==> src/rtl/mem_share_ctrl.sv <==
// Two-requester front end for a single-port RAM: zero-fills the RAM after
// reset or on demand, then arbitrates accesses round-robin.
module mem_share_ctrl #(
    parameter int DATA_WIDTH = 32,
    parameter int ADDR_WIDTH = 8,
    parameter int RAM_DEPTH  = 1 << ADDR_WIDTH
) (
    input  logic                  clk,
    input  logic                  rst_n,
    input  logic                  clear_start,
    output logic                  init_done,
    input  logic                  req_valid_0,
    output logic                  req_ready_0,
    input  logic                  req_we_0,
    input  logic [ADDR_WIDTH-1:0] req_addr_0,
    input  logic [DATA_WIDTH-1:0] req_wdata_0,
    output logic                  rsp_valid_0,
    output logic [DATA_WIDTH-1:0] rsp_data_0,
    input  logic                  req_valid_1,
    output logic                  req_ready_1,
    input  logic                  req_we_1,
    input  logic [ADDR_WIDTH-1:0] req_addr_1,
    input  logic [DATA_WIDTH-1:0] req_wdata_1,
    output logic                  rsp_valid_1,
    output logic [DATA_WIDTH-1:0] rsp_data_1,
    output logic [ADDR_WIDTH-1:0] mem_address,
    output logic [DATA_WIDTH-1:0] mem_data_in,
    output logic                  mem_cs,
    output logic                  mem_we,
    output logic                  mem_oe,
    input  logic [DATA_WIDTH-1:0] mem_data_out
);

    typedef enum logic [1:0] {
        S_BOOT,
        S_CLEAR,
        S_RUN
    } state_t;

    localparam logic [ADDR_WIDTH-1:0] LAST_ADDR = ADDR_WIDTH'(RAM_DEPTH - 1);

    state_t                  r_state;
    state_t                  w_next;
    logic [ADDR_WIDTH-1:0]   r_cnt;
    logic                    r_last;
    logic                    r_pend;
    logic                    r_owner;
    logic                    w_run;
    logic                    w_gnt0;
    logic                    w_gnt1;
    logic                    w_gnt;
    logic                    w_we;
    logic [ADDR_WIDTH-1:0]   w_addr;
    logic [DATA_WIDTH-1:0]   w_wdata;

    // A tie goes to whichever requester was not granted last.
    always_comb begin
        w_run   = (r_state == S_RUN) && !clear_start;
        w_gnt0  = w_run && req_valid_0 && (!req_valid_1 || r_last);
        w_gnt1  = w_run && req_valid_1 && (!req_valid_0 || !r_last);
        w_gnt   = w_gnt0 || w_gnt1;
        w_we    = w_gnt1 ? req_we_1    : req_we_0;
        w_addr  = w_gnt1 ? req_addr_1  : req_addr_0;
        w_wdata = w_gnt1 ? req_wdata_1 : req_wdata_0;
    end

    always_comb begin
        w_next      = r_state;
        mem_cs      = 1'b0;
        mem_we      = 1'b0;
        mem_oe      = 1'b0;
        mem_address = '0;
        mem_data_in = '0;
        case (r_state)
            S_BOOT: begin
                w_next = S_CLEAR;
            end
            S_CLEAR: begin
                mem_cs      = 1'b1;
                mem_we      = 1'b1;
                mem_address = r_cnt;
                if (r_cnt == LAST_ADDR) begin
                    w_next = S_RUN;
                end
            end
            S_RUN: begin
                if (clear_start) begin
                    w_next = S_CLEAR;
                end
                if (w_gnt) begin
                    mem_cs      = 1'b1;
                    mem_we      = w_we;
                    mem_oe      = !w_we;
                    mem_address = w_addr;
                    mem_data_in = w_wdata;
                end
            end
            default: begin
                w_next = S_BOOT;
            end
        endcase
    end

    always_ff @(posedge clk or negedge rst_n) begin
        if (!rst_n) begin
            r_state <= S_BOOT;
            r_cnt   <= '0;
            r_last  <= 1'b1;
            r_pend  <= 1'b0;
            r_owner <= 1'b0;
        end else begin
            r_state <= w_next;
            if (r_state == S_CLEAR && r_cnt != LAST_ADDR) begin
                r_cnt <= r_cnt + 1'b1;
            end else begin
                r_cnt <= '0;
            end
            if (w_gnt) begin
                r_last  <= w_gnt1;
                r_owner <= w_gnt1;
            end
            r_pend <= w_gnt && !w_we;
        end
    end

    assign init_done   = (r_state == S_RUN);
    assign req_ready_0 = w_gnt0;
    assign req_ready_1 = w_gnt1;
    assign rsp_valid_0 = r_pend && !r_owner;
    assign rsp_valid_1 = r_pend && r_owner;
    assign rsp_data_0  = mem_data_out;
    assign rsp_data_1  = mem_data_out;

endmodule

==> config.mk <==
export PLATFORM = sky130hd
export DESIGN_NAME = mem_share_ctrl
export DESIGN_NICKNAME = d
export VERILOG_FILES = /design/src/rtl/mem_share_ctrl.sv
export SDC_FILE = /design/constraint.sdc
export NUM_CORES = 1
export LEC_CHECK = 0
export ABC_AREA = 0
export ABC_CLOCK_PERIOD_IN_PS = 3640
export CORE_MARGIN = 5
export CORE_UTILIZATION = 29
export DETAILED_ROUTE_END_ITERATION = 6
export PLACE_DENSITY_LB_ADDON = 0.3
export SLEW_MARGIN = 5
export SYNTH_ARGS = -nofsm -noshare
export SYNTH_HDL_FRONTEND = slang
export SYNTH_SLANG_ARGS = --single-unit
==> constraint.sdc <==
create_clock -name clk -period 3.64 [get_ports clk]
set_input_delay 0.728 -clock clk [delete_from_list [all_inputs] [get_ports clk]]
set_output_delay 0.728 -clock clk [all_outputs]
set_load 0.1 [all_outputs]
* After elaboration in Yosys (flattened, before gate mapping)
Cells that the tools add are included.
Widths: inputs -> output; s select.
** Operators by class
- Add/sub/neg operators :: 1
- Equality and inequality tests :: 6
- Multiplexer cells :: 17
- Reduce and logical (&&, ||, !) cells :: 20
** Operators by type and width (number)
- $mux 32 :: 3
- $mux 8 :: 3
- $pmux 8 s2 :: 1
- $logic_and 1x1->1 :: 9
- $add 8x1->8 const B :: 1
- $eq 8x8->1 const B :: 1
- $ne 8x8->1 const B :: 1
- $logic_not 1->1 :: 6
- $pmux 2 s3 :: 1
- $mux 1 :: 5
- $mux 2 :: 2
- $ne 2x2->1 const B :: 2
- $pmux 1 s2 :: 2
- $logic_or 1x1->1 :: 3
- $eq 2x1->1 const B :: 1
- $eq 2x2->1 const B :: 1
- $logic_not 2->1 :: 1
- $reduce_and 2->1 :: 1
** Word-level totals
- Bits in registers :: 13
- Input port bits :: 119
- Output and inout bits :: 112
- Word-level logic and storage cells :: 49

* Depth between registers and ports, before layout
Gate-level depths: netlist of run 1.
- Word-level depth :: 8
- Depth in mapped cells :: 9
- Mapped depth without buffers :: 7

* Least setup slack after synthesis of run 1
OpenSTA, ideal clock, no wires.
- Kind :: register -> output
- Start :: register r_state[0]
- End :: output port mem_address[0]
- Data arrival time :: 4.160 ns
- Required time :: 2.912 ns
- Path slack :: -1.248 ns
- Cell stages (with the launch flop) :: 9
- Path buffers :: 2
- Cell sequence :: dfrtp_1 inv_1 ha_1 nand3b_1 a21o_1 buf_6 buf_6 mux2i_1 o21ai_0
** Between the ends
- Word-level cells in the longest chain between the ends :: 7
** RTL lines
- from (decl) :: line 42 : state_t r_state;
- from (signal assigned) :: line 112 : r_state <= w_next;
- $eq 2x2->1 (*)
- net init_done :: line 11 : output logic init_done,
- $logic_and 1x1->1 :: line 58 : w_run = (r_state == S_RUN) && !clear_start;
- $logic_and 1x1->1, on equally long branches (2 in a row) :: line 60, 59
- $mux 8 / $logic_or 1x1->1 (equally long branches) :: line 63, 61
- $mux 8 :: line 90 : if (w_gnt) begin
- $pmux 8 s2 (*) :: line 74 : case (r_state)
- to (decl) :: line 26 : output logic [ADDR_WIDTH-1:0] mem_address,
Mark *: on every way through the listed nets, which the timed path passes. The rest lies on a longest branch.

* Final worst setup path of run 1
- Start :: input port req_valid_1
- End :: output port mem_data_in[9]
** Between the ends
- Word-level cells in the longest chain between the ends :: 6
** RTL lines
- from (decl) :: line 19 : input logic req_valid_1,
- $logic_not 1->1 :: line 59 : w_gnt0 = w_run && req_valid_0 && (!req_valid_1 || r_last);
- $logic_or 1x1->1 :: line 59
- $logic_and 1x1->1 :: line 59
- $logic_or 1x1->1 :: line 61 : w_gnt = w_gnt0 || w_gnt1;
- $mux 32 (*) :: line 90
- $mux 32 (*) :: line 74
- to (decl) :: line 27 : output logic [DATA_WIDTH-1:0] mem_data_in,
Every way passes the cells marked *; elsewhere a longest branch is shown, timed or not.

==> impl_metrics.ini, run 1 <==
[global_route]
grtUsageTotal = 0.153
grt_overflow = 0
grt_pass1_vias = 1982
grt_max_degree = 35
grt_pass1_wl_um = 10300
antenna_found_initial = 0

[die]
die_y_um = 90.2
die_width_um = 90.2
fp.coreArea_um2 = 6310
dieArea_um2 = 8140
boundaryPins = 231
initial_core_util = 0.296
core.rowCount = 29

[clock_network]
htree_levels = 1
clock_sinks = 13
ctsHoldBuffers = 0
postCtsSetupBuffers = 0
cts_tree = done
clk_latency_ns = 0.24
clockBufferDepth = 2
clockRootBuffer = clkbuf_8
cts_made_buffers = 3
clk_pin_slew_worst_paths_ns = 0.06
post_cts_resized = 0

[setup_path]
cp.required_ns = 2.91
max_stage_delay_ns = 0.57
crit_chain = clkdlybuf4s50_1 -> nand3b_1 -> a21o_1 -> clkinv_2 -> nand2_1 -> a21oi_2 -> buf_12
slowest_stage = clkdlybuf4s50_1
worstSetupPathType = input pin to primary output
critPathMaxFanout = 34
cp.arrival_ns = 2.55
cp-start-kind = input pin
cp-startpoint = req_valid_1
cp-end-kind = primary output
timing.rr.start = r_state[0]

[hold_path]
hold_start = r_last
hold_path_class = flop to flop

[synthesis]
synth_top_area_cell = buf_4
synth.top_cell.area_share = 0.261
synthTopCellsByArea = buf_4 (26%), dfrtp_1 (16%), nand2_1 (16%)
syn_nets = 400
synth_seq_cells = 13
synthCells = 275
synth_area_um2 = 1870
avgSynthCellArea_um2 = 6.79
synth_seq_area_share = 0.175
yosysUniqueCellTypes = 33
yosysWarnings = 0

[outcome]
status = finished, final reports clean

[drt]
drt_iter0_drc = 53
routed_wl_um = 6460
ant_nets = 0
vias = 1979
viasPerCell = 4.76
drt_pass1_iterations = 4
drcViolationCount = 0
wl_per_cell_um = 15.5

[timing]
slew_violations = 0
max_freq_mhz = 305
fin_crit_sh = 0.900
fin_setup_tns_ns = 0
fin_worst_skew_ns = 0.000553
hold_viol_final = 0
finalCriticalPeriod_ns = 3.28
worstMarginPinSlew_ns = 0.972
rsz0062_at_grt = no
setup_viol = 0
relSlewSlack = 0.350

[power_and_ir_drop]
pwr-share-clk = 0.333
power.density_nw_per_um2 = 112
power_frac_seq = 0.372
power_switching_share = 0.211
pwr-share-comb = 0.295
ir_worst_vdd_mv = 0.0953
power.total_uw = 389
internal_power_uw = 307
switchingPower_uw = 81.9
p_leak_uw = 0.00142

[layout]
fin_util = 0.549
mostFrequentLayoutCells = clkdlybuf4s50_1 (88), nand2_1 (79), buf_12 (45), a21oi_2 (23), dfrtp_1 (12)
area.growth.synth_to_final_pct = 85.6
diodes = 0
final_common_cell = clkdlybuf4s50_1
layout-drive-gt1-share = 0.283
fin_area_um2 = 3460
nNetsFinal = 465

[place]
gp_congestion = 0.806
place.port_buffers = 134
dpl-instance-area_um2 = 3420
hpwl_um = 5440

[job]
cap_violations = 0
state kept, by name (all words and copies together), names as in the netlist:
name,flops
r_cnt,8
r_last,1
r_owner,1
r_pend,1
r_state,2
power groups by stage:
stage          registers [uW]  logic (uW)  clock network, uW
2_1_floorplan             147         348                  0
3_3_place_gp              147         114                  0
3_5_place_dp              147         116                  0
4_1_cts                   145         116                136
5_1_grt                   145         122                144
6_report                  145         115                129
cell usage after synthesis (all sizes together):
cell type	n
mux2i	9
a21o	1
inv	5
a21oi	35
o21ai	11
o21a	1
dfstp	1
buf	72
xnor2	1
nand3b	1
clkinv	1
nand2	79
nor2b	2
nor2	8
mux2	1
clkbuf	5
o21bai	2
nand2b	1
a21boi	1
ha	6
and4	1
o22ai	1
dfrtp	12
or3	1
nand3	6
and2	5
xor2	3
nand4	3
routing by layer:
metal,GRT usage,vias to the layer above,share of wire
met5,0,-,0
met2,0.294,95,0.56
met3,0.0651,18,0.11
li1,-,953,-
met4,0.0285,0,0.011
met1,0.151,913,0.33
cells by family (layout without fill, tap and decap cells):
group,after synthesis,in the layout,share of synthesized area
AO/OA/AOI/OAI,52,52,0.149
XOR/XNOR,4,4,0.0188
adder cells (fa/ha/maj),6,6,0.0402
buffers and inverters,83,147,0.319
flip-flops,13,13,0.175
multiplexers,10,10,0.0563
AND/OR/NAND/NOR,107,107,0.242
worst paths after layout:
check	to	slack (ns)	cells past startpoint
min in group asynchronous	r_cnt[6]	0.88	1
hold reg to reg	r_last	0.51	2
hold / removal	r_last	0.51	2
setup / recovery	mem_data_in[9]	0.36	7
max in group asynchronous	r_cnt[1]	2.36	1
setup reg to reg	r_pend	1.84	7
area by class of cell:
cell class | instances | area, um^2
repair buffers | 137 | 1810
clock buffers | 4 | 45.0
inverters | 6 | 23.8
fillers | 582 | 2850
multi-input cells | 179 | 1160
flip-flops and latches | 13 | 327
well taps | 77 | 96.3
critical path, delay by kind of cell:
family	cells	cell delay, ns
buf+inv	3	1.12
compound gates	2	0.41
simple gates	2	0.26
per-stage QoR:
| stage | hold WS [ns] | cells | setup slack (ns) |
|---|---|---|---|
| 6_report | 0.506 | 416 | 0.363 |
| 5_1_grt | 0.523 | 416 | 0.171 |
| 4_1_cts | 0.500 | 416 | 0.318 |
| 3_5_place_dp | 0.490 | 412 | 0.333 |
| 3_3_place_gp | 0.492 | 412 | 0.375 |
| 2_1_floorplan | 0.432 | 275 | -0.176 |
(Power assumes the default switching activity.)
==> run 2: changes to the inputs <==
--- a/config.mk
+++ b/config.mk
@@ -10,6 +10,7 @@
 export CORE_MARGIN = 5
 export CORE_UTILIZATION = 29
 export DETAILED_ROUTE_END_ITERATION = 6
+export MAX_ROUTING_LAYER = met4
 export PLACE_DENSITY_LB_ADDON = 0.3
 export SLEW_MARGIN = 5
 export SYNTH_ARGS = -nofsm -noshare
==> impl_metrics.ini, run 2 (same netlist as run 1, synthesis figures left out) <==
[setup_path]
max_stage_delay_ns = 0.57
cp-end-kind = primary output
critPathMaxFanout = 34
cp.required_ns = 2.91
cp-start-kind = input pin
slowest_stage = clkdlybuf4s50_1
worstSetupPathType = input pin to primary output
cp.arrival_ns = 2.55
crit_chain = clkdlybuf4s50_1 -> nand3b_1 -> a21o_1 -> clkinv_2 -> nand2_1 -> a21oi_2 -> buf_12
r2r_setup_slack_ns = 1.83

[drt]
drt_iter0_drc = 50
drcViolationCount = 0
ant_nets = 0
wl_per_cell_um = 15.5
drt_pass1_iterations = 4
vias = 1981
viasPerCell = 4.76
routed_wl_um = 6460

[timing]
relSlewSlack = 0.350
worstMarginPinSlew_ns = 0.972
setup_viol = 0
setup_ws_ns = 0.363
fin_crit_sh = 0.900
finalCriticalPeriod_ns = 3.28
fin_setup_tns_ns = 0
hold_viol_final = 0
fin_worst_skew_ns = 0.000553
slew_violations = 0
timing.hold.ws_ns = 0.506
max_freq_mhz = 305
rsz0062_at_grt = no

[global_route]
met1_usage = 0.161
met2_usage = 0.293
met3_usage = 0.0492
grt_pass1_vias = 1990
grt_pass1_wl_um = 10300
grtUsageTotal = 0.157
grt_max_degree = 35
antenna_found_initial = 0
grt_overflow = 0
top_usage_layer = met2

[outcome]
status = finished, final reports clean

[clock_network]
postCtsSetupBuffers = 0
post_cts_resized = 0
clock_sinks = 13
cts_made_buffers = 3
clk_latency_ns = 0.24
ctsHoldBuffers = 0
clk_pin_slew_worst_paths_ns = 0.06
cts_tree = done
clockRootBuffer = clkbuf_8
clockBufferDepth = 2
htree_levels = 1

[layout]
area.growth.synth_to_final_pct = 85.6
nNetsFinal = 465
reg.largest.list = r_cnt: 8 flops, r_state: 2 flops
largest_register = r_cnt
largest_reg_flops = 8
layout.cells.non_filler = 416
mostFrequentLayoutCells = clkdlybuf4s50_1 (88), nand2_1 (79), buf_12 (45), a21oi_2 (23), dfrtp_1 (12)
final_common_cell = clkdlybuf4s50_1
diodes = 0
layout-drive-gt1-share = 0.283

[power_and_ir_drop]
p_leak_uw = 0.00142
ir_worst_vdd_mv = 0.0953
power.density_nw_per_um2 = 112

[job]
cap_violations = 0

[die]
boundaryPins = 231
core.rowCount = 29
die_y_um = 90.2
dieArea_um2 = 8140
fp.coreArea_um2 = 6310
initial_core_util = 0.296
die_width_um = 90.2

[hold_path]
hold_path_class = flop to flop

[place]
gp_congestion = 0.817
pre_cts_ws_ns = 0.333
dp_cells = 412
hpwl_um = 5440
place.port_buffers = 134
-- run 2: where the power goes --
group          total [uW]  internal [uW]  switching (uW)
registers             145            145               0
logic                 115           85.0            29.7
clock network         129           77.3            52.2
total                 389            307            81.9
-- run 2: stage by stage --
step	util	power, uW	area (um^2)
2_1_floorplan	-	495	2070
3_3_place_gp	0.542	261	3420
3_5_place_dp	0.542	263	3420
4_1_cts	0.549	397	3460
5_1_grt	0.549	411	3460
6_report	0.549	389	3460
-- run 2: cell type report --
| class | instances | area, um^2 |
|---|---|---|
| inverter | 6 | 23.8 |
| timing repair buffer | 137 | 1810 |
| sequential | 13 | 327 |
| tap | 77 | 96.3 |
| fill | 582 | 2850 |
| multi-input combinational | 179 | 1160 |
| clock buffer | 4 | 45.0 |
-- run 2: final timing paths --
kind                        startpoint             end  cells past startpoint
max                        req_valid_1  mem_data_in[9]                      7
min                             r_last          r_last                      2
max reg2reg                 r_state[0]          r_pend                      7
min reg2reg                     r_last          r_last                      2
max in group asynchronous        rst_n        r_cnt[1]                      1
min in group asynchronous        rst_n        r_cnt[6]                      1
-- run 2: per-layer routing --
metal | routed length [um] | vias up
met5 | 0 | -
met4 | 68 | 0
li1 | - | 953
met3 | 553 | 18
met1 | 2240 | 915
met2 | 3600 | 95
-- run 2: worst max-delay path, delay by kind of cell --
kind | cells | cell delay, ns
AOI/OAI and AO/OA | 2 | 0.41
buffers and inverters | 3 | 1.12
and+or+nand+nor | 2 | 0.26
